==> src/rtl/bnn_pe_array_pkg.sv <==
// -----------------------------------------------------------------------------
// bnn_pe_array_pkg
// Shared constants and types for the binarized PE array.
//   DATA_W      : width of one stream word (3x3x3 binarized kernel/patch)
//   POP_OFFSET  : offset that maps popcount 0..27 onto a signed -27..+27 score
//   DEF_*       : default array geometry and derived counter widths
// -----------------------------------------------------------------------------
package bnn_pe_array_pkg;

    localparam int DATA_W     = 27;
    localparam int POP_OFFSET = 27;
    localparam int POP_W      = $clog2(DATA_W + 1);  // popcount 0..27
    localparam int CONTRIB_W  = POP_W + 2;           // signed -27..+27

    localparam int DEF_O_CH       = 8;
    localparam int DEF_ROW_LENGTH = 11;
    localparam int DEF_K          = 10;
    localparam int DEF_WIDTH      = 14;

    localparam int DEF_N      = (DEF_O_CH + 1) * DEF_ROW_LENGTH * DEF_K;
    localparam int DEF_WIDX_W = $clog2(DEF_O_CH + 1);
    localparam int DEF_GRP_W  = $clog2(DEF_ROW_LENGTH * DEF_K);

    // clog2 that never returns 0, so degenerate geometries still get a 1-bit counter
    function automatic int clog2_min1(input int v);
        return (v > 2) ? $clog2(v) : 1;
    endfunction

    // Stage-1 register contents: the sampled word plus what it is.
    typedef struct packed {
        logic              is_act;
        logic              is_wgt;
        logic              last;
        logic [DATA_W-1:0] word;
    } stage_t;

endpackage

==> src/rtl/bnn_pe_array_xnor_popcount.sv <==
// -----------------------------------------------------------------------------
// bnn_xnor_popcount
// Combinational binarized dot product of one activation patch and one kernel.
//   a_i       : activation patch, bit 1 = +1, bit 0 = -1
//   w_i       : weight kernel, same encoding
//   contrib_o : 2*popcount(~(a^w)) - 27, signed, range -27..+27
// -----------------------------------------------------------------------------
module bnn_xnor_popcount
    import bnn_pe_array_pkg::*;
(
    input  logic        [DATA_W-1:0]    a_i,
    input  logic        [DATA_W-1:0]    w_i,
    output logic signed [CONTRIB_W-1:0] contrib_o
);

    logic [DATA_W-1:0]    match;
    logic [POP_W-1:0]     cnt;
    logic [CONTRIB_W-1:0] dbl;

    assign match = ~(a_i ^ w_i);

    always_comb begin
        cnt = '0;
        for (int i = 0; i < DATA_W; i++) begin
            cnt = cnt + POP_W'(match[i]);
        end
    end

    // Modular subtract in CONTRIB_W bits yields the two's complement score.
    assign dbl       = {1'b0, cnt, 1'b0};
    assign contrib_o = $signed(dbl - CONTRIB_W'(POP_OFFSET));

endmodule

==> src/rtl/bnn_pe_array.sv <==
// -----------------------------------------------------------------------------
// bnn_pe_array
// Binarized PE array for one output tile of O_CH channels. Consumes a fixed
// stream of (O_CH+1)*ROW_LENGTH*K words, one per clock with no strobe: each
// group is an activation patch followed by O_CH weight kernels. Every weight
// adds its XNOR-popcount score against the group's patch into its channel
// accumulator. After the last word the O_CH sums leave serially on psum_out.
//   clk_in   : clock, rising edge
//   rst_in   : asynchronous active-low reset, restarts the stream at word 0
//   data_in  : stream word
//   psum_out : serialized signed partial sum, 0 until the first channel appears
// -----------------------------------------------------------------------------
module bnn_pe_array
    import bnn_pe_array_pkg::*;
#(
    parameter int K          = DEF_K,
    parameter int WIDTH      = DEF_WIDTH,
    parameter int ROW_LENGTH = DEF_ROW_LENGTH,
    parameter int O_CH       = DEF_O_CH
) (
    input  logic              clk_in,
    input  logic              rst_in,
    input  logic [DATA_W-1:0] data_in,
    output logic [WIDTH-1:0]  psum_out
);

    localparam int GROUPS = ROW_LENGTH * K;
    localparam int WIDX_W = clog2_min1(O_CH + 1);
    localparam int GRP_W  = clog2_min1(GROUPS);
    localparam int IDX_W  = clog2_min1(O_CH);

    // Stream position: word within group, group index, and end-of-stream latch.
    logic [WIDX_W-1:0] widx_q, widx_d;
    logic [GRP_W-1:0]  grp_q,  grp_d;
    logic              done_q, done_d;

    // Stage 1: sampled word and its target channel.
    stage_t            stg_q,  stg_d;
    logic [IDX_W-1:0]  ch_q,   ch_d;

    // Stage 2: activation register and accumulator bank.
    logic [DATA_W-1:0] act_q;
    logic [WIDTH-1:0]  acc_q [O_CH];

    // Output sequencer.
    logic              out_act_q;
    logic [IDX_W-1:0]  out_idx_q;
    logic [WIDTH-1:0]  psum_q;

    logic signed [CONTRIB_W-1:0] contrib;
    logic [WIDTH-1:0]            contrib_ext;
    logic                        last_word;

    assign last_word = (widx_q == WIDX_W'(O_CH)) && (grp_q == GRP_W'(GROUPS - 1));

    always_comb begin
        widx_d = widx_q;
        grp_d  = grp_q;
        done_d = done_q;
        stg_d  = '0;
        ch_d   = ch_q;
        if (!done_q) begin
            stg_d.word   = data_in;
            stg_d.is_act = (widx_q == '0);
            stg_d.is_wgt = (widx_q != '0);
            stg_d.last   = last_word;
            ch_d         = IDX_W'(widx_q - WIDX_W'(1));
            if (widx_q == WIDX_W'(O_CH)) begin
                widx_d = '0;
                grp_d  = grp_q + GRP_W'(1);
            end else begin
                widx_d = widx_q + WIDX_W'(1);
            end
            done_d = last_word;
        end
    end

    // The patch is latched from stage 1, so a weight right behind its patch
    // reaches stage 2 one cycle after the patch landed in act_q: no bypass needed.
    bnn_xnor_popcount u_xnor_popcount (
        .a_i       (act_q),
        .w_i       (stg_q.word),
        .contrib_o (contrib)
    );

    assign contrib_ext = {{(WIDTH - CONTRIB_W){contrib[CONTRIB_W-1]}}, contrib};

    always_ff @(posedge clk_in or negedge rst_in) begin
        if (!rst_in) begin
            widx_q <= '0;
            grp_q  <= '0;
            done_q <= 1'b0;
            stg_q  <= '0;
            ch_q   <= '0;
        end else begin
            widx_q <= widx_d;
            grp_q  <= grp_d;
            done_q <= done_d;
            stg_q  <= stg_d;
            ch_q   <= ch_d;
        end
    end

    always_ff @(posedge clk_in or negedge rst_in) begin
        if (!rst_in) begin
            act_q <= '0;
            for (int c = 0; c < O_CH; c++) begin
                acc_q[c] <= '0;
            end
        end else begin
            if (stg_q.is_act) begin
                act_q <= stg_q.word;
            end
            // Wraps modulo 2^WIDTH on overflow.
            if (stg_q.is_wgt) begin
                acc_q[ch_q] <= acc_q[ch_q] + contrib_ext;
            end
        end
    end

    // The last word accumulates on the cycle stg_q.last is seen; the sequencer
    // arms on that same edge so channel 0 appears on the following one.
    always_ff @(posedge clk_in or negedge rst_in) begin
        if (!rst_in) begin
            out_act_q <= 1'b0;
            out_idx_q <= '0;
            psum_q    <= '0;
        end else if (stg_q.last) begin
            out_act_q <= 1'b1;
            out_idx_q <= '0;
        end else if (out_act_q) begin
            psum_q <= acc_q[out_idx_q];
            if (out_idx_q == IDX_W'(O_CH - 1)) begin
                out_act_q <= 1'b0;
            end else begin
                out_idx_q <= out_idx_q + IDX_W'(1);
            end
        end
    end

    assign psum_out = psum_q;

endmodule

==> config.mk <==
export PLATFORM = sky130hd
export DESIGN_NAME = bnn_pe_array
export DESIGN_NICKNAME = d
export VERILOG_FILES = /design/src/rtl/bnn_pe_array_pkg.sv /design/src/rtl/bnn_pe_array_xnor_popcount.sv /design/src/rtl/bnn_pe_array.sv
export SDC_FILE = /design/constraint.sdc
export NUM_CORES = 1
export LEC_CHECK = 0
export ABC_CLOCK_PERIOD_IN_PS = 10700
export CAP_MARGIN = 20
export CORE_MARGIN = 4
export CORE_UTILIZATION = 36
export CTS_CLUSTER_DIAMETER = 60
export DETAILED_ROUTE_END_ITERATION = 10
export HOLD_SLACK_MARGIN = 0.1
export MAX_ROUTING_LAYER = met4
export SLEW_MARGIN = 20
export SYNTH_ARGS = -nofsm -noshare
export SYNTH_HDL_FRONTEND = slang
export SYNTH_SLANG_ARGS = --single-unit
==> constraint.sdc <==
create_clock -name clk_in -period 10.7 [get_ports clk_in]
set_input_delay 2.14 -clock clk_in [delete_from_list [all_inputs] [get_ports clk_in]]
set_output_delay 2.14 -clock clk_in [all_outputs]
set_load 0.005 [all_outputs]
* Yosys cells after proc, flatten, opt, wreduce, memory -nomap -nowiden
Cells that the tools add are included.
** Word-level totals
- Memory bits (writable) :: 0
- Logic and storage cells :: 91
- ROM bits :: 0
- Latch bits :: 0
- Bits in registers :: 202
- Input bits :: 29
- Output and inout bits :: 14
- Memories kept :: 0
** Cells by class
- Add/subtract/negate cells :: 32
- Multiply operators :: 0
- $lt $le $gt $ge :: 3
- Shifts and indexed selects :: 0
- Equal/unequal tests :: 4
- Mux-type cells :: 18
- Bitwise gates (word level) :: 6
- Div/mod/pow operators :: 0
- Reduce and logical (&&, ||, !) cells :: 8
** Operator list (number)
- $add A5 B1 Y5 :: 25
- $bwmux W112 :: 1
- $bmux W14 S3 :: 2
- $mux W14 :: 5
- $demux W14 S3 :: 1
- $mux W30 :: 1
- $not A27 Y27 :: 1
- $xor A27 B27 Y27 :: 1
- $add A14 B14 Y14 :: 1
- $mux W3 :: 3
- $ge A4 B4 Y1 const B :: 2
- $not A3 Y4 :: 2
- $add A7 B1 Y7 const B :: 1
- $eq A7 B7 Y1 const B :: 1
- $sub A6 B5 Y7 const B :: 1
- $reduce_and A2 Y1 :: 3
- $add A4 B1 Y4 const B :: 1
- $eq A4 B4 Y1 const B :: 1
- $logic_not A4 Y1 :: 1
- $lt A4 B1 Y1 const B :: 1
- $mux W1 :: 4
- $mux W4 :: 1
- $reduce_bool A4 Y1 :: 1
- $add A3 B1 Y3 const B :: 1
- 7 further kinds :: 9

* Logic depth before layout (Yosys ltp)
- Word-level depth :: 31
- Mapped depth :: 26
- Gate-level depth less buffers :: 25

* By module
A second synthesis with hierarchy kept.
** Unflattened totals
- Cells, all modules :: 957
- Area, all modules :: 10615.2 sq um
** Modules (own cells, without submodules)
- bnn_pe_array :: instances 1, seq. area each 5054.8 sq um, area each 9670.5 sq um, cells an instance 867
- bnn_xnor_popcount :: instances 1, seq. area each 0.0 sq um, area each 944.7 sq um, cells an instance 90

* Worst setup path before layout
OpenSTA, ideal clock, no wires.
- Path kind :: reg2reg
- From :: register act_q[0]
- To :: register acc_q[53] in the netlist's numbering
- Path slack :: 3172 ps
- Required time :: 10631 ps
- Clock period less this slack :: 7528 ps
- Buffers on the path :: 1
- Library setup time :: 69 ps
- Stages on the path, launching flop included :: 24
- Arrival :: 7459 ps
- Path through :: dfrtp_1 > xnor2_1 > ha_1 > inv_1 > fa_1 > fa_1 > fa_1 > fa_1 > fa_1 > inv_1 > fa_1 > ha_1 > fa_1 > xor2_1 > ha_1 > and2_1 > a221oi_1 > ha_1 > a21o_1 > a21oi_1 > o21ai_0 > clkbuf_1 > or4_1 > nand3_1
** On the way
- Cells in the longest elaborated chain, start to end :: 31
** Ends and longest elaborated chain
- start, declared :: RTL line bnn_pe_array.sv:42 : logic [DATA_W-1:0] act_q;
- start signal, assigned :: RTL line bnn_pe_array.sv:112 : act_q <= stg_q.word;
- $xor A27 B27 Y27 :: RTL line bnn_pe_array_xnor_popcount.sv:20 : assign match = ~(a_i ^ w_i);
- $not A27 Y27 :: RTL line bnn_pe_array_xnor_popcount.sv:20
- $add A1 B1 Y2 :: RTL line bnn_pe_array_xnor_popcount.sv:25 : cnt = cnt + POP_W'(match[i]);
- $add A5 B1 Y5 (25 in a row) :: RTL line bnn_pe_array_xnor_popcount.sv:25
- $sub A6 B5 Y7 :: RTL line bnn_pe_array_xnor_popcount.sv:31 : assign contrib_o = $signed(dbl - CONTRIB_W'(POP_OFFSET));
- $add A14 B14 Y14 :: RTL line bnn_pe_array.sv:116 : acc_q[ch_q] <= acc_q[ch_q] + contrib_ext;
- $bwmux W112 :: RTL line bnn_pe_array.sv:116
- end signal, assigned by index :: RTL line bnn_pe_array.sv:116
- end, declared :: RTL line bnn_pe_array.sv:43 : logic [WIDTH-1:0] acc_q [O_CH];
Every way passes these cells.
A chain may end at the register's enable or synchronous reset.

* Final worst setup path
- From :: register stg_q[0] in the netlist's numbering
- To :: register acc_q[55] in the netlist's numbering
** On the way
- Cells in the longest elaborated chain, start to end :: 31
** Ends and longest elaborated chain
- start, declared :: RTL line bnn_pe_array.sv:38 : stage_t stg_q, stg_d;
- start signal, assigned :: RTL line bnn_pe_array.sv:99 : stg_q <= stg_d;
- $xor A27 B27 Y27 :: RTL line bnn_pe_array_xnor_popcount.sv:20
- $not A27 Y27 :: RTL line bnn_pe_array_xnor_popcount.sv:20
- $add A1 B1 Y2 :: RTL line bnn_pe_array_xnor_popcount.sv:25
- $add A5 B1 Y5 (25 in a row) :: RTL line bnn_pe_array_xnor_popcount.sv:25
- $sub A6 B5 Y7 :: RTL line bnn_pe_array_xnor_popcount.sv:31
- $add A14 B14 Y14 :: RTL line bnn_pe_array.sv:116
- $bwmux W112 :: RTL line bnn_pe_array.sv:116
Every way passes these cells.

==> impl_metrics.yaml <==
cells_and_area:
  drive_gt1_frac: 0.1368
  final_cells: 1457
  nets: 1129
  areaGrowthSynthToFinish_pct: 14.21
  num_antenna_cells: 0
  fin_area_um2: 12430
placement:
  postPlaceCellArea_um2: 11670
  dp_cells: 1417
  place_ws_ps: 3042
  place.gp.congestion: 0.8621
  port_buffers: 42
  dp_hpwl_um: 16370
global_route:
  gr-usage-all-layers: 0.1594
  grt_max_degree: 92
  grt_use_met2: 0.2573
  use_met1: 0.2169
  grt_pass1_vias: 7751
  groute.layer.met3.usage: 0.01883
  antenna_found_initial: 0
  grt-ovfl-total: 0
  grt_pass1_wl_um: 41920
  top_usage_layer: "met2"
detailed_routing:
  ant_nets: 0
  wl_per_cell_um: 17.43
  wl_um: 25390
  drtIter0Drc: 364
  viasPerCell: 5.244
  drcViolationCount: 0
  num_vias: 7641
  dr.pass1.iters: 5
critical_path:
  critPathKind: "register to register"
  crit_family: "adder cells"
  critical_path_buf_inv_count: 3
  worstPathRequired_ps: 11040
  arrival_ps: 7970
  worstPathMaxFanout: 8
  max_stage_delay_ps: 550
  cp-end-kind: "register"
  crit_chain: "xnor2_1, ha_1, inv_1, fa_1, fa_1, fa_1, fa_1, fa_1, inv_1, fa_1, ha_1, fa_1, xor2_1, ha_1, and2_1, a221oi_1, buf_4, ha_1, a21o_1, o21bai_1, a2111oi_2, o31ai_1, xnor2_2, o21ai_0"
  critPathLaunchType: "register"
  cpMostUsedCell: "fa_1"
  slowest_stage: "fa_1"
yosys:
  ys_seq_area_frac: 0.4644
  synth.net_count: 1111
  netlist_instances: 1033
  synth-edff-count: 0
  yosysWarnings: 0
  synth.top_cell.area_share: 0.4644
  synthArstFlopShare: 1.000
  synth_top_area_cell: "dfrtp_1"
  synth_area_per_cell_um2: 10.54
  syn-cell-area_um2: 10880
  synth.distinct_cells: 49
  synth_ff_type: "dfrtp_1"
  yosys-top-cells-area: "dfrtp_1 (46%), mux4_2 (7.0%), o21ai_0 (5.7%), nand2_1 (5.2%), mux2_2 (4.9%)"
  synth-seq-cells: 202
floorplan:
  core.rowCount: 63
  ios: 43
  die_h_um: 181.9
  design.core.area_um2: 29720
  die_x_um: 181.9
  initial_core_util: 0.3663
  die_area_um2: 33080
sta:
  worst_slack_ps: 3069
  worst_slew_pin_slew_ps: 1079
  final.min_clock_period_ps: 7631
  clock_skew_ps: 20.73
  finalSetupTns_ps: 0
  maxSlewHeadroom: 0.2791
  setup_viol: 0
  rsz0062_at_grt: "no"
  drv_slew: 0
  timing.final.crit_share: 0.7131
  fmax_ghz: 0.1311
  final_hold_viol_count: 0
clock_tree:
  tritoncts: "done"
  postCtsResizedCells: 0
  cts_setup_buffers: 0
  cts_hold_buffers: 0
  clock_latency_ps: 520
  cts_buffer_depth: 3
  htreeDepth: 1
  cts-root-buf: "clkbuf_16"
  cts_made_buffers: 22
  clk_pin_slew_ps: 60
  cts_sinks: 202
status:
  status: "finished, final reports clean"
worst_hold_path:
  hp-class: "register to register"
flow_run:
  maxCapViolations: 0
## worst paths after layout
| check | startpoint | end | slack [ps] | cells past startpoint |
|---|---|---|---|---|
| setup / recovery | stg_q[0] | acc_q[55] | 3070 | 24 |
| hold / removal | grp_q[5] | grp_q[5] | 470 | 1 |
| setup reg to reg | stg_q[0] | acc_q[55] | 3070 | 24 |
| hold reg to reg | grp_q[5] | grp_q[5] | 470 | 1 |
| max in group asynchronous | rst_in | acc_q[110] | 7770 | 2 |
| min in group asynchronous | rst_in | grp_q[2] | 1670 | 1 |
## layout make-up
type / count / area (um2)
clock buffer: 31 / 614.3
tap: 390 / 488.0
sequential: 202 / 5059
fill: 2823 / 17290
multi-input combinational: 724 / 5415
clock inverter: 9 / 141.4
timing repair buffer: 60 / 559.3
inverter: 41 / 153.9
## cells in the mapped netlist, types with 2 or more instances
| master | n |
|---|---|
| o22ai_1 | 18 |
| a21o_1 | 9 |
| o21bai_1 | 2 |
| nand2_1 | 152 |
| buf_1 | 10 |
| xnor2_2 | 2 |
| and2_1 | 2 |
| a21oi_1 | 42 |
| or4_1 | 8 |
| nor2b_1 | 36 |
| clkbuf_1 | 51 |
| xor2_1 | 21 |
| nor2_1 | 34 |
| o31ai_1 | 18 |
| mux2i_1 | 31 |
| inv_1 | 41 |
| dfrtp_1 | 202 |
| o21ai_0 | 124 |
| or3_1 | 3 |
| o211ai_1 | 2 |
| buf_2 | 4 |
| xnor2_1 | 28 |
| ha_1 | 29 |
| o21ai_1 | 2 |
| nand4_1 | 4 |
| nand3_1 | 20 |
| nand2b_1 | 7 |
| a31oi_1 | 3 |
| a21oi_2 | 2 |
| fa_1 | 20 |
| mux2_2 | 47 |
| mux4_2 | 34 |
| nor3_1 | 9 |
## per-stage QoR
step	hold slack, ps	util
after floorplan	442.3	-
after detailed placement	462.0	0.3929
after global routing	486.9	0.4183
after CTS	473.2	0.4183
final	469.8	0.4183
after global placement	460.2	0.3929
## kinds of logic (layout without fill, tap and decap cells)
logic type | Yosys count | count (layout) | share of synthesized area
and+or+nand+nor | 281 | 281 | 0.1170
AOI/OAI and AO/OA | 230 | 230 | 0.1190
DFF | 202 | 202 | 0.4644
muxes | 112 | 112 | 0.1475
buffers and inverters | 107 | 141 | 0.03805
xor gates and xnor gates | 52 | 52 | 0.04391
adders and majority gates | 49 | 49 | 0.07012
## state kept, by name, summed over array words and instances (netlist names)
register / cells
psum_out: 14
stg_q: 30
act_q: 27
out_act_q: 1
acc_q: 112
widx_q: 4
grp_q: 7
done_q: 1
out_idx_q: 3
ch_q: 3
## worst reg2reg max path, stage by stage, from the launching register on
cell and delay [ps]:
dfrtp_1 380, xnor2_1 140, ha_1 280, inv_1 50, fa_1 500, fa_1 520, fa_1 520, fa_1 520
fa_1 550, inv_1 60, fa_1 480, ha_1 240, fa_1 390, xor2_1 190, ha_1 240, and2_1 160
a221oi_1 250, buf_4 230, ha_1 320, a21o_1 190, o21bai_1 180, a2111oi_2 370, o31ai_1 170, xnor2_2 390
o21ai_0 130
## cell usage in the layout (no fill, tap or decap), types with 3 or more instances in the layout
cell	instances
o31ai_1	18
or4_1	8
dfrtp_2	3
a21oi_1	42
clkbuf_16	22
nand2_1	152
clkdlybuf4s50_1	41
fa_1	20
xor2_1	21
nor3_1	9
dfrtp_1	199
buf_4	18
nand3_1	20
nor2_1	34
nor2b_1	36
xnor2_1	28
inv_1	41
mux4_2	34
mux2i_1	31
nand2b_1	7
a21o_1	9
or3_1	3
bufinv_16	3
clkbuf_1	6
ha_1	29
mux2_2	47
o22ai_1	18
a31oi_1	3
clkbuf_8	4
nand4_1	4
o21ai_0	124
## per-layer routing
layer	up-vias	wire, um	part of all wire
li1	3641	-	-
met1	3764	11710	0.46
met2	187	11890	0.47
met3	49	1248	0.049
met4	0	537	0.021
met5	-	0	0
Power is not shown: default switching activity piles up to over one toggle a cycle in this logic, so the estimate is an artifact.
